==> src/rtl/ctrlr_poll_if.sv <==
// Read bus between the memory controller and the gamepad poller.
// The controller is the master: it drives the strobe and pad select and receives the data.
interface ctrlr_poll_if #(
    parameter int DATAWIDTH = 16
);
    logic                 ctrlr_re;
    logic [1:0]           addr_ctrlr;
    logic [DATAWIDTH-1:0] dout;

    modport master (
        output ctrlr_re,
        output addr_ctrlr,
        input  dout
    );

    modport slave (
        input  ctrlr_re,
        input  addr_ctrlr,
        output dout
    );
endinterface

==> src/rtl/ctrlr_poll.sv <==
// Polls four NES-style serial pads once per frame over a shared latch/clock and
// serves one committed button byte per pad, with a per-pad "new since last read" flag.
module ctrlr_poll #(
    parameter int DATAWIDTH   = 16,
    parameter int CLK_DIV     = 150,
    parameter int POLL_PERIOD = 416667
) (
    input  logic         clk,
    input  logic         rst_n,
    ctrlr_poll_if.slave  bus,
    input  logic [3:0]   pad_data,
    output logic         pad_latch,
    output logic         pad_clk,
    output logic         poll_busy
);
    localparam int CNT_W = $clog2(POLL_PERIOD);
    localparam int DIV_W = $clog2(2 * CLK_DIV);
    localparam logic [CNT_W-1:0] POLL_LAST  = CNT_W'(POLL_PERIOD - 1);
    localparam logic [DIV_W-1:0] LATCH_LAST = DIV_W'(2 * CLK_DIV - 1);
    localparam logic [DIV_W-1:0] HALF_LAST  = DIV_W'(CLK_DIV - 1);

    typedef enum logic [2:0] {
        S_IDLE   = 3'd0,
        S_LATCH  = 3'd1,
        S_CLK_HI = 3'd2,
        S_CLK_LO = 3'd3,
        S_COMMIT = 3'd4
    } state_t;

    state_t                r_state;
    state_t                w_state_nxt;
    logic [DIV_W-1:0]      r_div;
    logic [DIV_W-1:0]      w_div_nxt;
    logic [2:0]            r_bit_idx;
    logic [2:0]            w_idx_nxt;
    logic [CNT_W-1:0]      r_poll_cnt;
    logic [3:0]            r_sync1;
    logic [3:0]            r_sync2;
    logic [3:0][7:0]       r_shift;
    logic [3:0][7:0]       r_buttons;
    logic [3:0]            r_new;
    logic                  r_pad_latch;
    logic                  r_pad_clk;
    logic                  r_busy;
    logic                  w_sample;
    logic                  w_commit;
    logic [DATAWIDTH-1:0]  w_dout;

    // Two-flop synchronizer; idle level is high (released / disconnected pad).
    always_ff @(posedge clk or negedge rst_n) begin
        if (!rst_n) begin
            r_sync1 <= 4'hF;
            r_sync2 <= 4'hF;
        end else begin
            r_sync1 <= pad_data;
            r_sync2 <= r_sync1;
        end
    end

    // Free-running frame timer; a frame may only start when it reads zero.
    always_ff @(posedge clk or negedge rst_n) begin
        if (!rst_n) begin
            r_poll_cnt <= '0;
        end else if (r_poll_cnt == POLL_LAST) begin
            r_poll_cnt <= '0;
        end else begin
            r_poll_cnt <= r_poll_cnt + CNT_W'(1);
        end
    end

    // State, divider, bit index and the registered pad-side outputs.
    always_ff @(posedge clk or negedge rst_n) begin
        if (!rst_n) begin
            r_state     <= S_IDLE;
            r_div       <= '0;
            r_bit_idx   <= 3'd0;
            r_pad_latch <= 1'b0;
            r_pad_clk   <= 1'b0;
            r_busy      <= 1'b0;
        end else begin
            r_state     <= w_state_nxt;
            r_div       <= w_div_nxt;
            r_bit_idx   <= w_idx_nxt;
            r_pad_latch <= (w_state_nxt == S_LATCH);
            r_pad_clk   <= (w_state_nxt == S_CLK_HI);
            r_busy      <= (w_state_nxt != S_IDLE);
        end
    end

    // Next-state logic; sampling happens on the last cycle of LATCH and of each CLK_LO.
    always_comb begin
        w_state_nxt = r_state;
        w_div_nxt   = r_div + DIV_W'(1);
        w_idx_nxt   = r_bit_idx;
        w_sample    = 1'b0;
        w_commit    = 1'b0;
        case (r_state)
            S_IDLE: begin
                w_div_nxt = '0;
                w_idx_nxt = 3'd0;
                if (r_poll_cnt == '0) begin
                    w_state_nxt = S_LATCH;
                end else begin
                    w_state_nxt = S_IDLE;
                end
            end
            S_LATCH: begin
                if (r_div == LATCH_LAST) begin
                    w_sample    = 1'b1;
                    w_div_nxt   = '0;
                    w_idx_nxt   = 3'd1;
                    w_state_nxt = S_CLK_HI;
                end else begin
                    w_state_nxt = S_LATCH;
                end
            end
            S_CLK_HI: begin
                if (r_div == HALF_LAST) begin
                    w_div_nxt   = '0;
                    w_state_nxt = S_CLK_LO;
                end else begin
                    w_state_nxt = S_CLK_HI;
                end
            end
            S_CLK_LO: begin
                if (r_div == HALF_LAST) begin
                    w_sample  = 1'b1;
                    w_div_nxt = '0;
                    if (r_bit_idx == 3'd7) begin
                        w_state_nxt = S_COMMIT;
                    end else begin
                        w_idx_nxt   = r_bit_idx + 3'd1;
                        w_state_nxt = S_CLK_HI;
                    end
                end else begin
                    w_state_nxt = S_CLK_LO;
                end
            end
            S_COMMIT: begin
                w_commit    = 1'b1;
                w_div_nxt   = '0;
                w_state_nxt = S_IDLE;
            end
            default: begin
                w_div_nxt   = '0;
                w_idx_nxt   = 3'd0;
                w_state_nxt = S_IDLE;
            end
        endcase
    end

    // Shift registers fill bit by bit; button registers only move on COMMIT.
    always_ff @(posedge clk or negedge rst_n) begin
        if (!rst_n) begin
            r_shift   <= '0;
            r_buttons <= '0;
        end else begin
            for (int p = 0; p < 4; p++) begin
                if (w_sample) begin
                    r_shift[p][r_bit_idx] <= ~r_sync2[p];
                end else begin
                    r_shift[p][r_bit_idx] <= r_shift[p][r_bit_idx];
                end
            end
            if (w_commit) begin
                r_buttons <= r_shift;
            end else begin
                r_buttons <= r_buttons;
            end
        end
    end

    // New flags: COMMIT sets all four and beats a same-cycle read clear.
    always_ff @(posedge clk or negedge rst_n) begin
        if (!rst_n) begin
            r_new <= 4'h0;
        end else begin
            for (int p = 0; p < 4; p++) begin
                if (w_commit) begin
                    r_new[p] <= 1'b1;
                end else if (bus.ctrlr_re && (bus.addr_ctrlr == 2'(p))) begin
                    r_new[p] <= 1'b0;
                end else begin
                    r_new[p] <= r_new[p];
                end
            end
        end
    end

    // Combinational read mux: flag in bit 15, buttons in the low byte.
    always_comb begin
        w_dout       = '0;
        w_dout[15]   = r_new[bus.addr_ctrlr];
        w_dout[7:0]  = r_buttons[bus.addr_ctrlr];
    end

    assign bus.dout  = w_dout;
    assign pad_latch = r_pad_latch;
    assign pad_clk   = r_pad_clk;
    assign poll_busy = r_busy;
endmodule

==> src/flat_wrapper.sv <==
// flat-port wrapper written by rule: the top's interface ports become plain ports
module ctrlr_poll_flat 
#(
    parameter int DATAWIDTH   = 16,
    parameter int CLK_DIV     = 150,
    parameter int POLL_PERIOD = 416667
)
  (clk, rst_n, pad_data, pad_latch, pad_clk, poll_busy, bus_ctrlr_re, bus_addr_ctrlr, bus_dout);
  ctrlr_poll_if #(.DATAWIDTH(DATAWIDTH)) bus_i ();
  input  logic clk;
  input  logic rst_n;
  input  logic [3:0] pad_data;
  output logic pad_latch;
  output logic pad_clk;
  output logic poll_busy;
  input wire logic [$bits(bus_i.ctrlr_re)-1:0] bus_ctrlr_re;
  input wire logic [$bits(bus_i.addr_ctrlr)-1:0] bus_addr_ctrlr;
  output wire logic [$bits(bus_i.dout)-1:0] bus_dout;
  assign bus_i.ctrlr_re = bus_ctrlr_re;
  assign bus_i.addr_ctrlr = bus_addr_ctrlr;
  assign bus_dout = bus_i.dout;
  ctrlr_poll #(.DATAWIDTH(DATAWIDTH), .CLK_DIV(CLK_DIV), .POLL_PERIOD(POLL_PERIOD)) u_core (.clk(clk), .rst_n(rst_n), .bus(bus_i), .pad_data(pad_data), .pad_latch(pad_latch), .pad_clk(pad_clk), .poll_busy(poll_busy));
endmodule
==> config.mk <==
export PLATFORM = sky130hd
export DESIGN_NAME = ctrlr_poll_flat
export DESIGN_NICKNAME = d
export VERILOG_FILES = /design/src/rtl/ctrlr_poll_if.sv /design/src/rtl/ctrlr_poll.sv /design/src/flat_wrapper.sv
export SDC_FILE = /design/constraint.sdc
export NUM_CORES = 1
export LEC_CHECK = 0
export CAP_MARGIN = 5
export CORE_MARGIN = 4
export CORE_UTILIZATION = 31
export CTS_CLUSTER_SIZE = 20
export DETAILED_ROUTE_END_ITERATION = 12
export GPL_TIMING_DRIVEN = 0
export HOLD_SLACK_MARGIN = 0.05
export SLEW_MARGIN = 20
export SYNTH_ARGS = -nofsm -noshare
export SYNTH_HDL_FRONTEND = slang
export SYNTH_SLANG_ARGS = --single-unit
==> constraint.sdc <==
create_clock -name clk -period 2.85 [get_ports clk]
set_clock_uncertainty 0.2 [all_clocks]
set_input_delay 0.4275 -clock clk [delete_from_list [all_inputs] [get_ports clk]]
set_output_delay 0.4275 -clock clk [all_outputs]
set_load 0.005 [all_outputs]
* Word-level counts from Yosys, hierarchy flattened
Cells that the tools add are included.
Cells by class: equal/unequal tests 16, bitwise gates (word level) 5, $add $sub $neg 3, reductions and logical operators 16, mux-type cells 52, order comparisons 3
Operators with widths (number):
- $bwmux 8 | 8
- $mux 8 | 5
- $add 19x1->19 const B | 1
- $eq 19x19->1 const B | 1
- $logic_not 19->1 | 1
- $mux 1 | 19
- $mux 19 | 1
- $mux 9 | 2
- $pmux 9 s2 | 1
- $bmux 8 s2 | 1
- $mux 3 | 5
- $bmux 1 s3 | 4
- $pmux 3 s4 | 1
- $add 9x1->9 const B | 1
- $eq 3x2->1 const B | 3
- $eq 9x8->1 const B | 1
- $eq 9x9->1 const B | 1
- $pmux 3 s3 | 1
- $reduce_bool 2->1 | 4
- $eq 3x1->1 const B | 2
- $eq 3x3->1 const B | 2
- $logic_and 1x1->1 | 5
- $not 1->1 | 5
- $eq 2x2->1 const B | 2
- other kinds (16) | 18
Storage, ports and cells: input port bits 9, word-level logic and storage cells 116, register bits after elaboration 113, output and inout bits 19

* Depth between registers and ports, before layout
word-level depth 6, gate-level depth with buffers 7, depth with buffers taken out 6

* Worst setup path after synthesis
OpenSTA, ideal clock, no wires.
path type register to register, from register u_core.r_div[2], to register u_core.r_bit_idx[0], period minus slack after synthesis 2.209 ns, cell stages (with the launch flop) 6, path slack 0.641 ns, data required time 2.525 ns, data arrival time 1.885 ns, setup time 0.125 ns, path buffers 1, cell sequence dfrtp_1 buf_2 or4b_2 o21ai_2 o221a_2 mux2_2
Between the ends: word-level cells in the longest chain between the ends 3, elaborated cells between the ends (all ways) 5, classes of those cells eq/ne (4); reduce/logical (1)
Ends and longest elaborated chain:
- from (decl) | line ctrlr_poll.sv:32 | logic [DIV_W-1:0] r_div;
- from (signal assigned) | line ctrlr_poll.sv:82 | r_div <= w_div_nxt;
- $eq 9x8->1 or $eq 9x9->1 (tied branches) | line ctrlr_poll.sv:126, ctrlr_poll.sv:108
- $ne 2x1->1 (no source line)
- $reduce_and 4->1 (no source line) *
- to (signal assigned) | line ctrlr_poll.sv:83 | r_bit_idx <= w_idx_nxt;
- to (decl) | line ctrlr_poll.sv:34 | logic [2:0] r_bit_idx;
Every way passes the cells marked *; elsewhere a longest branch is shown, timed or not. A chain may end at the register's enable or synchronous reset.

* Worst setup path in the final report
from input bus_addr_ctrlr[0], to output bus_dout[4]
Between the ends: word-level cells in the longest chain between the ends 2
Ends and longest elaborated chain:
- from (decl) | line flat_wrapper.sv:17 | input wire logic [$bits(bus_i.addr_ctrlr)-1:0] bus_addr_ctrlr;
- $bmux 8 s2 | line ctrlr_poll.sv:194 | w_dout[7:0] = r_buttons[bus.addr_ctrlr];
- $mux 8 (implied by the code) | line ctrlr_poll.sv:194
- to (decl) | line flat_wrapper.sv:18 | output wire logic [$bits(bus_i.dout)-1:0] bus_dout;
Every way passes these cells. The select of a mux whose other input is x is not followed.

==> results_dict.tcl <==
set metrics [dict create \
    syn-cell-area_um2 5310 \
    vias 3550 \
    synth_edf_count 0 \
    path_class "input pin to output port" \
    drc 0 \
    ys_warn_count 0 \
    syn_avg_cell_area_um2 12.3 \
    cts_buffers 17 \
    start_util 0.318 \
    status "finished, final reports clean" \
    crit_arrival_ns 2.15 \
    clk_latency_ns 0.42 \
    grt_start_max_net_pins 83 \
    worstRegToRegCells 6 \
    area_delta_synth_final_pct 21.6 \
    cts_max_path_buffers 2 \
    layout.nets 496 \
    final_common_cell "dfrtp_1" \
    die_h_um 139 \
    gp_congestion 0.813 \
    antenna_found_initial 0 \
    end_kind "output port" \
    cts_max_level 4 \
    tightest_slew_ns 0.684 \
    critPathLaunchType "input pin" \
    hold_viol 0 \
    synth-seq-cells 113 \
    synth-compound-area-share 0.0757 \
    ir_worst_vdd_uv 387 \
    powerDensity_nw_per_um2 592 \
    synthTopCellsByArea "dfrtp_1 (50%), mux2_2 (8.3%), mux4_2 (7.2%), o31ai_1 (4.5%), dfstp_2 (4.0%)" \
    dieArea_um2 19300 \
    fmax_mhz 360 \
    tns_ns 0 \
    coreArea_um2 16700 \
    final_cell_mix "dfrtp_1 (105), nand2_1 (46), mux2_2 (39), o31ai_1 (32), nor2_1 (26)" \
    synthXorXnorAreaFrac 0.0363 \
    die_w_um 139 \
    postRouteAntennaNets 0 \
    drt_iter0_drc 254 \
    power.total_mw 3.82 \
    synthSimpleGateAreaFrac 0.145 \
    finalCriticalPeriod_ns 2.77 \
    synthMuxAreaShare 0.159 \
    num_rows 47 \
    finalCritPeriodShare 0.973 \
    hold_class "flop to flop" \
    synth_top_area_frac 0.495 \
    grt_pass1_wl_mm 19.0 \
    clock-sinks 113 \
    antenna_cells 0 \
    maxSlewHeadroom 0.544 \
    cts_tree "built" \
    maxCapViolCount 0 \
    pin_count 28 \
    avgRoutedWirePerCell_um 15.6 \
    required_ns 2.22 \
    drive_gt1_frac 0.260 \
    async_flop_share 1.00 \
    grt_pass1_vias 3625 \
    synth_cell_types 52 \
    ys_seq_area_frac 0.535 \
    p_leak_nw 2.88 \
    r2r_setup_slack_ns 0.27 \
    slew_violations 0 \
    synth_cells 433 \
    globalRouteOverflowTotal 0 \
    holdPathStages 0 \
    dpl.hpwl_mm 7.71 \
    drt_pass1_iterations 5 \
    synth_fa_ha_area_frac 0.0165 \
    cts_root_buf "clkbuf_16" \
    setup_viol 0 \
    crit_fanout 10 \
    synth_top_cell_by_area "dfrtp_1" \
    grt_usage 0.122 \
    io_buffers 20 \
    synth_top_family_by_area "multiplexers" \
    clk_pin_slew_worst_paths_ns 0.05 \
    rsz0062_at_grt "false" \
    drt-total-wl_mm 11.1 \
    synth-main-ff-cell "dfrtp_1" \
    vias_per_cell 4.98 \
]
## kinds of logic after synthesis
| kind of cell | count (synthesis) |
|---|---|
| AND/OR/NAND/NOR | 142 |
| flip-flops | 113 |
| multiplexers | 58 |
| AO/OA/AOI/OAI | 55 |
| buffers and inverters | 35 |
| XOR/XNOR | 22 |
| adder cells (fa/ha/maj) | 7 |
| other | 1 |
## where the power goes
part	internal [mW]	switching, mW	leakage [nW]
Sequential	1.62	0.00239	1.51
Clock	1.41	0.716	0.290
Combinational	0.0279	0.0448	1.07
## per-layer routing
layer,routed length (µm),GRT usage
met4,72,0.0366
met3,480,0.0393
met1,5220,0.165
met5,0,0
met2,5370,0.189
## worst max-delay path, cell delays in order
cell	delay (ns)
clkdlybuf4s50_1	0.52
buf_6	0.19
mux4_2	0.52
clkdlybuf4s50_1	0.47
## timing repair
| item | in CTS | in global routing |
|---|---|---|
| buffers inserted | 0 | 0 |
| cloned | 0 | 0 |
| resized for setup | 3 | 1 |
| hold endpoints to repair | 31 | 0 |
| setup endpoints to repair | 8 | 7 |
| hold buffers | 1 | 0 |
## area by class of cell
type	instances	area, µm²
repair buffers	22	239
well taps	220	275
plain buffers	29	160
multi-input cells	291	2320
clock inverters	10	134
inverters	6	22.5
fillers	1619	10300
clock buffers	22	464
flip-flops and latches	113	2840
## metrics by stage
step	std cells	setup WS, ns	instance area (µm²)	hold WS, ns	utilization
6_report	713	0.0758	6450	0.154	0.386
5_1_grt	713	0.00874	6450	0.157	0.386
4_1_cts	713	0.0142	6450	0.155	0.386
3_5_place_dp	680	-0.450	5830	0.131	0.349
3_3_place_gp	679	-3.07	5800	0.147	0.348
2_1_floorplan	439	0.641	5330	-0.0681	-
## registers in the layout, indices dropped and copies added, names as in the netlist
register,cells
u_core.pad_clk,1
u_core.poll_busy,1
u_core.pad_latch,1
u_core.r_buttons,32
u_core.r_poll_cnt,19
u_core.r_sync2,4
u_core.r_bit_idx,3
u_core.r_div,9
u_core.r_shift,32
u_core.r_sync1,4
u_core.r_state,3
u_core.r_new,4
## cell usage after synthesis (all sizes together), types with 3 or more instances
master / n
buf: 23
clkbuf: 6
inv: 6
o31ai: 32
dfstp: 8
nand2b: 3
mux4: 17
nor2: 26
mux2: 39
nand3b: 3
xor2: 11
nand2: 46
o21a: 4
nand3: 12
nor3: 11
and3: 8
dfrtp: 105
and4: 3
o21ai: 9
ha: 7
nand4: 9
nor4: 5
xnor2: 11
## final timing paths
check / from / endpoint
setup / recovery: bus_addr_ctrlr[0] / bus_dout[4]
hold / removal: u_core.r_sync1[0]$_DFF_PN1_ / u_core.r_sync2[0]$_DFF_PN1_
setup reg to reg: u_core.r_bit_idx[2]$_DFFE_PN0P_ / u_core.r_shift[19]$_DFFE_PN0P_
hold reg to reg: u_core.r_sync1[0]$_DFF_PN1_ / u_core.r_sync2[0]$_DFF_PN1_
max in group asynchronous: rst_n / u_core.r_sync1[3]$_DFF_PN1_
min in group asynchronous: rst_n / u_core.r_buttons[8]$_DFFE_PN0P_
Note: power is estimated with default switching activity, not from simulation.
==> RTL change 1 (config.mk and constraints unchanged) <==
Re-encode `state_t` (5 states) as one-hot, 5 bits wide.
--- a/src/rtl/ctrlr_poll.sv
+++ b/src/rtl/ctrlr_poll.sv
@@ -20,10 +20,10 @@
     localparam logic [DIV_W-1:0] HALF_LAST  = DIV_W'(CLK_DIV - 1);
 
-    typedef enum logic [2:0] {
-        S_IDLE   = 3'd0,
-        S_LATCH  = 3'd1,
-        S_CLK_HI = 3'd2,
-        S_CLK_LO = 3'd3,
-        S_COMMIT = 3'd4
+    typedef enum logic [4:0] {
+        S_IDLE   = 5'b00001,
+        S_LATCH  = 5'b00010,
+        S_CLK_HI = 5'b00100,
+        S_CLK_LO = 5'b01000,
+        S_COMMIT = 5'b10000
     } state_t;
 
Check against the original RTL: same outputs for any inputs over 10 cycles, from zero or initial values and one cycle with rst_n low; not proved beyond that.
==> RTL change 1 against the original RTL <==
- register-to-register slack gained 0.11 ns
- hold slack lost 0.0010 ns
- sequential cell count grew 2
- via count grew 21%
- final area grew 9.6%
- area after synthesis grew 11%
- wire length grew 25%
- critical endpoint is now bus_dout[2]
- power grew 1.2%
- final cell count grew 16%
- worst setup slack gained 0.11 ns
==> RTL change 1: results (changes against the original RTL) <==
metric,value,unit,change
post-synthesis compound-gate area fraction,0.107,,+0.0308
fraction of area in multi-input gates,0.391,,+0.0321
Non-clock buffer share,0.0683,,+0.00644
syn_area_per_cell,11.1,um^2,-9.7%
dpl hpwl,9980,um,+29%
post-CTS sizing,2,,-1
Seq Cell Count,115,,+1.8%
DRT iter0 DRCs,387,,+52%
status,"complete, no violations",,
sw frac,0.194,,-0.00567
power per standard cell area,547,nW/um^2,-7.7%
DRT Wirelength,13900,um,+25%
drt via density,5.21,,+4.6%
R2R setup slack,0.38,ns,+0.11 ns
met2 usage,0.210,,+0.0201
DP Area,6450,um^2,+11%
first-pass GRT wire length,23200,um,+22%
Worst Setup Slack post-DPL,-0.105,ns,+0.344 ns
count of cell types in the netlist,66,,+27%
Hold Path Origin,u_core.r_sync1[3],,
Hold Crit Endpoint,u_core.r_sync2[3],,
number of global-route vias before repair,4366,,+20%
Finished Core Util,0.378,,-0.00827
mux cell area share after synthesis,0.121,,-0.0376
gr usage total,0.136,,+0.0133
Critical Path End,bus_dout[2],,
CP peak stage delay,0.54,ns,+0.02 ns
Non-clock buffers,60,,+18%
Layout clock area frac,0.0839,,-0.00883
Critical path origin,bus_addr_ctrlr[1],,
clock share of power,0.552,,-0.005
Placed Cells,795,,+17%
DR WL met3,776,um,+62%
Non-CTS inverters,12,,+6
met2 wire len,6490,um,+21%
"Data arrival, critical path",2.03,ns,-0.12 ns
worst r2r src,u_core.r_bit_idx[1],,
RTL change 1: changes by cell type in the layout (fill, tap and decap cells not counted), moves of 5 or more:
| cell | before | now |
|---|---|---|
| inv_1 | 6 | 12 |
| mux4_2 | 17 | 11 |
| clkbuf_1 | 9 | 15 |
| o211ai_1 | 0 | 24 |
| nor2_1 | 26 | 53 |
| o21ai_0 | 8 | 32 |
| mux2_2 | 39 | 33 |
| o31ai_1 | 32 | 0 |
| mux2i_1 | 2 | 7 |
| o311ai_0 | 0 | 7 |
RTL change 1: cell families (layout without fill, tap and decap cells):
| group | count (synthesis) | count (layout) |
|---|---|---|
| and+or+nand+nor | 198 | 198 |
| buffers and inverters | 50 | 104 |
| xor gates and xnor gates | 22 | 22 |
| adders and majority gates | 7 | 7 |
| muxes | 53 | 53 |
| other | 1 | 7 |
| DFF | 115 | 115 |
| AOI/OAI and AO/OA | 88 | 88 |
RTL change 1: critical path, delay by kind of cell:
kind | cells | cell delay [ns]
buffers and inverters | 3 | 1.28
muxes | 1 | 0.33
==> RTL change 2 (same settings) <==
Without the edit above. `DATAWIDTH` is set to 16 in 3 places; all go to 32.
--- a/src/rtl/ctrlr_poll_if.sv
+++ b/src/rtl/ctrlr_poll_if.sv
@@ -2,5 +2,5 @@
 // The controller is the master: it drives the strobe and pad select and receives the data.
 interface ctrlr_poll_if #(
-    parameter int DATAWIDTH = 16
+    parameter int DATAWIDTH = 32
 );
     logic                 ctrlr_re;
--- a/src/rtl/ctrlr_poll.sv
+++ b/src/rtl/ctrlr_poll.sv
@@ -2,5 +2,5 @@
 // serves one committed button byte per pad, with a per-pad "new since last read" flag.
 module ctrlr_poll #(
-    parameter int DATAWIDTH   = 16,
+    parameter int DATAWIDTH   = 32,
     parameter int CLK_DIV     = 150,
     parameter int POLL_PERIOD = 416667
--- a/src/flat_wrapper.sv
+++ b/src/flat_wrapper.sv
@@ -2,5 +2,5 @@
 module ctrlr_poll_flat 
 #(
-    parameter int DATAWIDTH   = 16,
+    parameter int DATAWIDTH   = 32,
     parameter int CLK_DIV     = 150,
     parameter int POLL_PERIOD = 416667
Interface: changed (resized bus_dout); port bits go from 28 to 44. The function was not compared with the original's and may differ.
==> RTL change 2 against the original RTL <==
- power grew 2.8%
- final area is 3.3% higher
- area after synthesis is 2.3% higher
- sequential cell count is the same
- hold slack hardly changed
- worst setup slack better by 0.010 ns
- wire length grew 3.3%
- first-iteration DRC count down 21%
- largest power group unchanged
- highest routed layer unchanged
==> RTL change 2: results (changes against the original RTL) <==
metric,value,unit,change
Hold Crit Depth,0,,unchanged
register area share after synthesis,0.523,,-0.0118
Clock Path Buffers,2,,unchanged
post-CTS sizing,4,,+1
CP peak stage delay,0.55,ns,+0.03 ns
synth warn,0,,unchanged
DRT Wirelength,11500,um,+3.3%
met2 usage,0.197,,+0.00736
dpl hpwl,7980,um,+3.4%
status,"complete, no violations",,
routability cong.,0.846,,+4.1%
reg2reg end,u_core.r_shift[21],,
Max IR drop VDD,330,uV,-15%
worst hold slack,0.154,ns,+0.000483 ns
power share of the sequential group,0.412,,-0.012
Comb. pwr,0.0964,mW,+33%
H-tree level count,4,,unchanged
min Tclk post-route,2.76,ns,-0.0104 ns
Placed Cells,717,,+5.4%
filler cell count,1657,,+2.3%
Top delay family on crit path,buffers and inverters,,
R2R setup slack,0.25,ns,-0.02 ns
Final Net Count,528,,+6.5%
DP Area,6020,um^2,+3.2%
Critical Path End,bus_dout[5],,
gr usage total,0.125,,+0.00213
Critical path origin,bus_addr_ctrlr[1],,
syn_area_per_cell,12.1,um^2,-1.4%
worst r2r src,u_core.r_bit_idx[2],,
Worst-path clk slew,0.05,ns,about the same
met1 GRT Util,0.165,,-0.000430
synth top area cells,"dfrtp_1 48%, mux2_2 8.1%, mux4_2 7.1%",,
GR Util met3,0.0386,,-0.000731
Worst Setup Slack post-DPL,-0.500,ns,-0.0507 ns
drt via density,4.77,,-4.3%
internal power,3.16,mW,+3.3%
number of global-route vias before repair,3760,,+3.7%
first-pass GRT wire length,19400,um,+2.2%
share of layout cells above drive strength 1,0.276,,+0.0166
final setup vio count,0,,unchanged
DRT iter0 DRCs,200,,-21%
drt pass-1 iters,4,,-1
Leak,3.04,nW,+5.6%
largest net degree at the start of global routing,61,,-27%
Comb pwr share,0.025,,+0.006
via count,3575,,+0.70%
ys async rst share,1.00,,unchanged
hold buffers post-CTS,1,,unchanged
Worst-Margin Slew,0.675,ns,-0.00861 ns
count of cell types in the netlist,52,,unchanged
RTL change 2: changes by cell type after synthesis, sizes merged:
cell  unedited run  this run
buf             23        39
RTL change 2: cells by family after synthesis:
kind of cell | after synthesis | share of synthesized area
simple gates | 142 | 0.141
flops | 113 | 0.523
mux | 58 | 0.155
compound gates | 55 | 0.0740
buf+inv | 51 | 0.0542
xor+xnor | 22 | 0.0355
fa+ha+maj | 7 | 0.0161
other cells | 1 | 0.000691
RTL change 2: cell type report:
cell class                      instances  area, um^2  area share
Sequential cell                       113        2840       0.426
Multi-Input combinational cell        307        2380       0.357
Clock buffer                           21         460      0.0691
Buffer                                 45         284      0.0426
Tap cell                              225         282      0.0422
Timing Repair Buffer                   22         241      0.0362
Clock inverter                         11         160      0.0240
Inverter                                6        22.5     0.00338
RTL change 2: metal layers:
layer  part of all wire  vias up
met5                  0        -
met4             0.0078        0
met3              0.053        7
met1               0.47     1781
met2               0.47       78
li1                   -     1709
